**src/rtl/alu_pkg.sv**
```systemverilog
// Shared ALU select codes, sequencer state encoding and helpers.
package alu_pkg;

    localparam logic [2:0] ALU_ADD = 3'b000;
    localparam logic [2:0] ALU_SUB = 3'b001;
    localparam logic [2:0] ALU_AND = 3'b010;
    localparam logic [2:0] ALU_OR  = 3'b011;
    localparam logic [2:0] ALU_XOR = 3'b100;
    localparam logic [2:0] ALU_SHL = 3'b101;
    localparam logic [2:0] ALU_SHR = 3'b110;
    localparam logic [2:0] ALU_SLT = 3'b111;

    typedef enum logic [1:0] {
        StIdle = 2'd0,
        StExec = 2'd1,
        StResp = 2'd2
    } state_e;

    function automatic logic is_shift(input logic [2:0] sel);
        return (sel == ALU_SHL) || (sel == ALU_SHR);
    endfunction

endpackage

```
**src/rtl/rr_arb2.sv**
```systemverilog
// Two-way round-robin arbiter: ptr picks the winner only when both request.
module rr_arb2 (
    input  logic [1:0] valid_i,
    input  logic       ptr_i,
    input  logic       enable_i,
    output logic [1:0] grant_o
);

    always_comb begin
        grant_o = 2'b00;
        if (enable_i) begin
            unique case (valid_i)
                2'b01:   grant_o = 2'b01;
                2'b10:   grant_o = 2'b10;
                2'b11:   grant_o = ptr_i ? 2'b10 : 2'b01;
                default: grant_o = 2'b00;
            endcase
        end
    end

endmodule

```
**src/rtl/alu_sched.sv**
```systemverilog
// Shares one external 8-bit ALU between two requesters; multi-bit shifts are
// built by feeding the ALU's 1-bit shift result back into operand A each cycle.
module alu_sched
    import alu_pkg::*;
#(
    parameter int unsigned CNT_W  = 3,
    parameter int unsigned DATA_W = 8
) (
    input  logic              clk,
    input  logic              reset,
    input  logic              req0_valid,
    output logic              req0_ready,
    input  logic [DATA_W-1:0] req0_a,
    input  logic [DATA_W-1:0] req0_b,
    input  logic [2:0]        req0_sel,
    input  logic [CNT_W-1:0]  req0_shamt,
    input  logic              req1_valid,
    output logic              req1_ready,
    input  logic [DATA_W-1:0] req1_a,
    input  logic [DATA_W-1:0] req1_b,
    input  logic [2:0]        req1_sel,
    input  logic [CNT_W-1:0]  req1_shamt,
    output logic              resp0_valid,
    output logic              resp1_valid,
    output logic [DATA_W-1:0] resp_data,
    output logic              resp_zero,
    output logic              busy,
    output logic [DATA_W-1:0] alu_a,
    output logic [DATA_W-1:0] alu_b,
    output logic [2:0]        alu_sel,
    input  logic [DATA_W-1:0] alu_out,
    input  logic              alu_zero
);

    state_e            state_q;
    logic              rr_ptr_q;
    logic              owner_q;
    logic [CNT_W-1:0]  cnt_q;
    logic [DATA_W-1:0] alu_a_q;
    logic [DATA_W-1:0] alu_b_q;
    logic [2:0]        alu_sel_q;
    logic [DATA_W-1:0] resp_data_q;
    logic              resp_zero_q;

    logic [1:0]        grant;
    logic [DATA_W-1:0] pick_a;
    logic [DATA_W-1:0] pick_b;
    logic [2:0]        pick_sel;
    logic [CNT_W-1:0]  pick_shamt;

    // Readies are held low during reset even though the state already reads idle.
    rr_arb2 u_arb (
        .valid_i  ({req1_valid, req0_valid}),
        .ptr_i    (rr_ptr_q),
        .enable_i ((state_q == StIdle) && !reset),
        .grant_o  (grant)
    );

    assign req0_ready = grant[0];
    assign req1_ready = grant[1];

    always_comb begin
        pick_a     = req0_a;
        pick_b     = req0_b;
        pick_sel   = req0_sel;
        pick_shamt = req0_shamt;
        if (grant[1]) begin
            pick_a     = req1_a;
            pick_b     = req1_b;
            pick_sel   = req1_sel;
            pick_shamt = req1_shamt;
        end
    end

    always_ff @(posedge clk or posedge reset) begin
        if (reset) begin
            state_q     <= StIdle;
            rr_ptr_q    <= 1'b0;
            owner_q     <= 1'b0;
            cnt_q       <= '0;
            alu_a_q     <= '0;
            alu_b_q     <= '0;
            alu_sel_q   <= ALU_ADD;
            resp_data_q <= '0;
            resp_zero_q <= 1'b0;
        end else begin
            unique case (state_q)
                StIdle: begin
                    if (|grant) begin
                        owner_q   <= grant[1];
                        rr_ptr_q  <= ~grant[1];
                        alu_a_q   <= pick_a;
                        alu_b_q   <= pick_b;
                        alu_sel_q <= pick_sel;
                        cnt_q     <= pick_shamt;
                        // A zero-length shift is the operand itself; skip the ALU.
                        if (is_shift(pick_sel) && (pick_shamt == '0)) begin
                            resp_data_q <= pick_a;
                            resp_zero_q <= (pick_a == '0);
                            state_q     <= StResp;
                        end else begin
                            state_q <= StExec;
                        end
                    end
                end
                StExec: begin
                    if (is_shift(alu_sel_q) && (cnt_q > CNT_W'(1))) begin
                        alu_a_q <= alu_out;
                        cnt_q   <= cnt_q - CNT_W'(1);
                    end else begin
                        resp_data_q <= alu_out;
                        resp_zero_q <= alu_zero;
                        state_q     <= StResp;
                    end
                end
                StResp: begin
                    state_q <= StIdle;
                end
                default: begin
                    state_q <= StIdle;
                end
            endcase
        end
    end

    assign resp0_valid = (state_q == StResp) && !owner_q;
    assign resp1_valid = (state_q == StResp) && owner_q;
    assign resp_data   = resp_data_q;
    assign resp_zero   = resp_zero_q;
    assign busy        = (state_q != StIdle);
    assign alu_a       = alu_a_q;
    assign alu_b       = alu_b_q;
    assign alu_sel     = alu_sel_q;

endmodule

```
**config.mk**
```make
export PLATFORM = sky130hd
export DESIGN_NAME = alu_sched
export DESIGN_NICKNAME = d
export VERILOG_FILES = /design/src/rtl/alu_pkg.sv /design/src/rtl/rr_arb2.sv /design/src/rtl/alu_sched.sv
export SDC_FILE = /design/constraint.sdc
export NUM_CORES = 1
export LEC_CHECK = 0
export CORE_ASPECT_RATIO = 1.2
export CORE_MARGIN = 2
export CORE_UTILIZATION = 35
export DETAILED_ROUTE_END_ITERATION = 10
export GPL_TIMING_DRIVEN = 0
export PLACE_DENSITY = 0.72
export RECOVER_POWER = 50
export SLEW_MARGIN = 20
export SYNTH_ARGS = -nofsm -noshare
export SYNTH_HDL_FRONTEND = slang
export SYNTH_SLANG_ARGS = --single-unit
export TNS_END_PERCENT = 1
```
**constraint.sdc**
```tcl
create_clock -name clk -period 4.8 [get_ports clk]
set_clock_uncertainty 0.1 [all_clocks]
set_input_delay 1.2 -clock clk [delete_from_list [all_inputs] [get_ports clk]]
set_output_delay 1.2 -clock clk [all_outputs]
set_load 0.01 [all_outputs]
```
Word-level counts from Yosys, hierarchy flattened --
Index checks and enable logic that the tools add are counted. Widths: inputs -> output; s select.
Operators by class: add/sub/neg operators 1, magnitude comparators 1, equal/unequal tests 13, muxes and demuxes 25, bitwise logic cells 1, reduce and logical (&&, ||, !) cells 19
Operators with widths (number):
- $mux 8 | 7
- $pmux 8 s2 | 2
- $eq 3x3->1 const B | 4
- $mux 3 | 4
- $mux 2 | 5
- $logic_not 8->1 | 1
- $eq 2x2->1 const B | 3
- $pmux 2 s3 | 1
- $pmux 3 s2 | 1
- $logic_and 1x1->1 | 5
- $eq 2x1->1 const B | 2
- $ne 2x1->1 const B | 2
- $ne 2x2->1 const B | 2
- $pmux 2 s2 | 1
- $reduce_and 2->1 | 2
- $reduce_and 4->1 | 1
- $reduce_bool 2->1 | 2
- $gt 3x1->1 const B | 1
- $logic_not 3->1 | 1
- $mux 1 | 3
- $reduce_and 3->1 | 1
- $sub 3x1->3 const B | 1
- $logic_not 1->1 | 2
- $logic_not 2->1 | 1
- other kinds (4) | 5
Storage, ports and cells: bits in registers 35, output and inout port bits 33, logic and storage cells 69

Depth between registers and ports, before layout --
Gate-level depths: netlist (run 1).
depth in word-level cells 10, depth in mapped cells 8

Cells and area by module --
From an unflattened synthesis (run 1), not the netlist that was laid out.
Second synthesis, totals: cells, all modules 200, area total of the unflattened synthesis 1931.9 µm²
Modules (own cells, without submodules):
- alu_sched | times used 1, cells an instance 195, area an instance 1910.6 µm², sequential area each 875.8 µm²
- rr_arb2 | times used 1, cells an instance 5, area an instance 21.3 µm², sequential area each 0.0 µm²

Worst setup path after synthesis (run 1) --
OpenSTA, ideal clock, no wires.
path kind in2out, start point input port reset, end point output port req1_ready, data arrival time 1.941 ns, data required time 3.500 ns, setup slack 1.559 ns, cell stages on the path 4, cell sequence nor4b_4 -> o21ai_4 -> inv_2 -> buf_2
On the way: cells in the longest elaborated chain, start to end 3
RTL lines:
- start: declaration | RTL line alu_sched.sv:10 | input logic reset,
- $logic_not 1->1 (no line)
- $logic_and 1x1->1 | RTL line alu_sched.sv:55 | .enable_i ((state_q == StIdle) && !reset),
- $mux 2 | RTL line rr_arb2.sv:11 | if (enable_i) begin
- end: declaration | RTL line alu_sched.sv:18 | output logic req1_ready,
Every way passes these cells.

Final worst setup path (run 1) --
start point input port req1_valid, end point output port req1_ready
On the way: cells in the longest elaborated chain, start to end 3
RTL lines:
- start: declaration | RTL line alu_sched.sv:17 | input logic req1_valid,
- $eq 2x2->1 or $eq 2x1->1 (tied branches) | RTL line rr_arb2.sv:12 | unique case (valid_i)
- $pmux 2 s3 (*) | RTL line rr_arb2.sv:12
- $mux 2 (*) | RTL line rr_arb2.sv:11
Mark *: on every way between the ends. The rest lies on a longest branch, timed or not.

==> run summary, run 1 <==
Synth Area in XOR/XNOR = 1.40%
Post-synthesis mux area share = 15.4%
Final ANT Viol Nets = 0
Hold Crit Class = register to register
Post-Synth Adder-Cell Area = 1.33%
Rows = 29
Status = finished clean
GP Congestion = 0.797
Die area = 5970 µm²
GRT Util Overall = 17.7%
Post-synth top cells = dfrtp_1 (35), nand2_1 (24), inv_1 (13), nor2_1 (13)
Starting density of the core = 36.0%
Maximum vdd drop = 280 µV
PostCTS Resize Cnt = 0
Core area = 5230 µm²
Cell Area, Synth = 1880 µm²
ANT cells = 0
CP arrival = 3.21 ns
Most used DFF post-synth = dfrtp_1
Static Leakage = 1.31 nW
Worst-path clk slew = 0.07 ns
Clk root buf = clkbuf_8
Count leader, synth = dfrtp_1
Fin crit share = 94.0%
First-pass GRT wire length = 8.42 mm
Vias in the first global route = 1829
Synth Area in Compound Gates = 16.1%
Worst-margin pin slew = 1.34 ns
Initial DRC Count = 74
WL/cell = 15.5 µm
Synthesis-stage register bit count = 35
Ys Warns = 0
I/O pin count = 90
Final wirelength = 5.16 mm
Initial antenna violation count = 0
Critical R2R Launch = state_q[1]
RSZ-0062 raised after global routing = no
Net Count, Synth = 234
Area fraction in and, or, nand and nor cells after synthesis = 14.3%
FMAX = 0.222 GHz
Crit Path Class = input pin to primary output
Synth top area cells = dfrtp_1 (47%), mux2_4 (7.2%), mux2_2 (5.4%)
Ys async rst share = 100%
Syn Area/Cell = 10.7 µm²
Layout Nets = 330
Die H = 84.3 µm
Crit-path max FO = 10
Pin count of the biggest net entering global routing = 36
Clk_lat worst skew = 0.28 ns
Hold wc startpoint = alu_b[6]
Sequential element share of the synthesized area = 46.6%
Post-synth EDFFs = 0
Max_cap viols = 0
Synth cell types = 37
Port bufs = 89
Layout cells sized above 1 = 14.4%
Critical path capture point type = primary output
Final hold vios = 0
PwrDens = 556 nW/µm²
CTS Buf Count = 5
DR vias = 1740
Final min period = 4.51 ns
First-pass DRT Iterations = 7
TritonCTS clock tree = done
Worst setup startpoint = req1_valid
CTS Hold Buffers Added = 0
Setup Buffers After CTS = 0
DRC viols = 0
Chip width = 70.9 µm
CP Launch Type = input pin
Slew margin rel. = 10.7%
Post-Synthesis Cells = 175
Setup Viol. Count Final = 0
Sum Neg Setup Slack = 0 ns
Post-detail-place hpwl = 3.81 mm
GRT overflow = 0
Synth-to-layout area growth = 56.2%
Via density = 5.23
Worst EP required = 3.50 ns
Post-synth top area share = 46.6%
Max Buffers Root-to-Sink = 2
Sink Count = 35
Final Max Tran Viols = 0
Yosys top cell by area = dfrtp_1
Hold slack = 0.401 ns
Largest family of logic cells by synthesized area = compound AO/OA/AOI/OAI gates
Fin util = 56.2%
H-tree levels = 2
-- power by group --
part	switching, mW	leakage, nW	internal [mW]
clock network	0.103	0.0470	0.113
logic	0.381	0.846	0.493
registers	0.0983	0.421	0.443
-- worst max-delay path, stage by stage --
cell             delay, ns
clkdlybuf4s50_1       0.54
nor4b_4               0.26
o21ai_4               0.18
inv_2                 0.20
buf_2                 0.26
clkdlybuf4s50_1       0.58
-- per-layer routing --
metal | track usage [%] | wire length (µm) | up-vias
met3 | 6.72 | 464 | 9
met1 | 21.3 | 2200 | 824
met4 | 6.17 | 67 | 0
met2 | 28.7 | 2430 | 81
met5 | 0 | 0 | -
li1 | - | - | 826
-- through the flow --
step	setup WS, ns	power (mW)	instance area [µm²]	instances
floorplan	1.56	1.04	1880	175
global route	0.155	1.75	2940	333
detailed placement	0.261	1.46	2850	326
finish	0.288	1.63	2940	333
CTS	0.259	1.68	2940	333
global placement	0.274	1.44	2850	326
-- path summary, 6_finish.rpt --
check,endpoint,slack (ns),cells after the start
max in group asynchronous,state_q[0],2.16,2
setup / recovery,req1_ready,0.29,6
hold reg to reg,alu_b[6],0.40,2
min in group asynchronous,alu_a[4],1.66,2
hold / removal,alu_b[6],0.40,2
setup reg to reg,resp_data[7],2.62,5
-- flip-flops by register name, indices dropped and copies added (netlist names) --
signal / count
alu_b: 8
owner_q: 1
resp_zero: 1
alu_sel: 3
cnt_q: 3
resp_data: 8
rr_ptr_q: 1
state_q: 2
alu_a: 8
-- kinds of logic after synthesis --
family                     after synthesis
AOI/OAI and AO/OA                       36
adders and majority gates                2
and+or+nand+nor                         54
DFF                                     35
xor gates and xnor gates                 3
muxes                                   23
buffers and inverters                   22
-- placed cells by master, fill, tap and decap left out, drive strengths merged --
cell	instances
a2111oi	1
a211o	1
a21o	1
a222oi	8
a22o	1
a31oi	9
and2b	1
buf	4
clkbuf	9
clkdlybuf4s50	73
clkinv	1
dfrtp	35
dlygate4sd3	16
ha	2
inv	15
mux2	18
mux2i	5
nand2	24
nand2b	1
nand3	2
nand3b	1
nor2	13
nor3	1
nor3b	2
nor4	5
nor4b	3
o2111ai	1
o211ai	2
o21ai	10
o21ba	1
o2bb2ai	1
or2	1
xor2	3
-- final cells by class --
cell class                      count  area, µm²
Clock buffer                        6       82.6
Timing Repair Buffer               89        891
Buffer                              7       33.8
Fill cell                         488       2290
Inverter                           15       56.3
Clock inverter                      1       5.00
Multi-Input combinational cell    118        913
Sequential cell                    35        876
Tap cell                           62       77.6
Power figures use the tool's default switching activity.
==> run 2: changes to the inputs <==
- GPL_TIMING_DRIVEN: 0 -> default
==> run summary, run 2 (synthesized netlist as in run 1, its figures left out) <==
Hold wc startpoint = alu_b[6]
Initial DRC Count = 87
Critical R2R Launch = state_q[1]
Crit Path Class = input pin to primary output
Max Buffers Root-to-Sink = 2
Hold Crit Class = register to register
First-pass GRT wire length = 8.26 mm
Placed inst area = 2840 µm²
Rows = 29
Most frequent cells in the layout = clkdlybuf4s50_1 (73), dfrtp_1 (35), nand2_1 (24)
Sw power = 0.576 mW
Fin area = 2920 µm²
Port bufs = 89
Pin count of the biggest net entering global routing = 36
CTS Hold Buffers Added = 0
Commonest non-fill, non-tap cell in the layout = clkdlybuf4s50_1
GP Congestion = 0.810
Final min period = 4.27 ns
Static Leakage = 1.30 nW
Clk_lat worst skew = 0.29 ns
Final hold vios = 0
Reg power frac = 33.8%
Setup Viol. Count Final = 0
Flop2flop setup slack = 2.51 ns
Chip width = 70.9 µm
Pre-CTS WS = 0.609 ns
Slew margin rel. = -25.9%
Post-detail-place hpwl = 3.64 mm
DR vias = 1692
Internal power = 1.04 mW
Die H = 84.3 µm
Final wirelength = 4.93 mm
Max_cap viols = 1
Sink Count = 35
FMAX = 0.234 GHz
Final ANT Viol Nets = 0
RSZ-0062 raised after global routing = no
ANT cells = 0
CP arrival = 2.97 ns
PostCTS Resize Cnt = 0
Vias in the first global route = 1766
Worst setup startpoint = reset
Worst-path clk slew = 0.07 ns
Worst-margin pin slew = 1.89 ns
CTS Buf Count = 5
Critical path capture point type = primary output
Clk root buf = clkbuf_8
Final Max Tran Viols = 36
TritonCTS clock tree = done
Setup Buffers After CTS = 0
Die area = 5970 µm²
WL/cell = 14.9 µm
Switch share = 35.7%
First-pass DRT Iterations = 4
I/O pin count = 90
Initial antenna violation count = 0
Final setup margin = 0.528 ns
Worst EP required = 3.50 ns
Sum Neg Setup Slack = 0 ns
Maximum vdd drop = 258 µV
Clock power frac = 12.9%
Placed cell count = 323
PwrDens = 552 nW/µm²
GRT overflow = 0
Status = finished, violations left
Layout cells sized above 1 = 13.8%
Comb power frac = 53.3%
Layout Nets = 327
Fin crit share = 89.0%
Fill cell count = 476
Fin util = 55.9%
GRT Util Overall = 17.4%
DRC viols = 0
Starting density of the core = 36.0%
CP Launch Type = input pin
Failing checks = capacitance limit, slew limit
H-tree levels = 2
Via density = 5.11
Core area = 5230 µm²
Synth-to-layout area growth = 55.5%
Crit-path max FO = 19
Final cell count without fillers = 331
## run 2: cell count changes in the layout (fill, tap and decap cells not counted), sizes merged
cell,delta
buf,-1
clkbuf,-1
## run 2: per-layer routing
layer  GRT usage, %  part of all wire, %
met1           21.6                   43
met5              0                    0
met2           28.8                   47
met3           5.28                  8.9
met4           5.66                  1.4
## run 2: cell type report
class	count	area, µm²	area share (%)
tap	62	77.6	2.66
clock inverter	1	5.00	0.171
clock buffer	7	76.3	2.61
sequential	35	876	30.0
inverter	15	56.3	1.93
multi-input combinational	118	913	31.3
timing repair buffer	93	917	31.4
## run 2: power groups by stage
stage	Clock [mW]	Sequential, mW	Combinational, mW
floorplan	0	0.592	0.448
detailed placement	0	0.552	0.894
CTS	0.214	0.550	0.894
global route	0.227	0.572	0.938
global placement	0	0.549	0.884
finish	0.207	0.545	0.860
## run 2: worst paths after layout
check,endpoint,cells past startpoint
setup / recovery,req1_ready,5
min in group asynchronous,alu_a[6],3
max in group asynchronous,alu_b[3],3
hold reg to reg,alu_b[6],2
hold / removal,alu_b[6],2
setup reg to reg,resp_data[3],5
## run 2: per-stage QoR
stage,hold slack [ns],total power [mW]
2_1_floorplan,0.410,1.04
3_3_place_gp,0.380,1.43
3_5_place_dp,0.376,1.45
4_1_cts,0.400,1.66
5_1_grt,0.425,1.74
6_report,0.389,1.61
## run 2: worst max-delay path, stage by stage
cell and delay, ns:
dlygate4sd3_1 0.62, nor4b_4 0.28, o21ai_4 0.24, inv_2 0.10
clkdlybuf4s50_1 0.53
==> run 3: changes to the inputs <==
- HOLD_SLACK_MARGIN: default -> 0.02
==> results of run 3 <==
The final DEF is identical to that of run 2; final timing and power are the same.
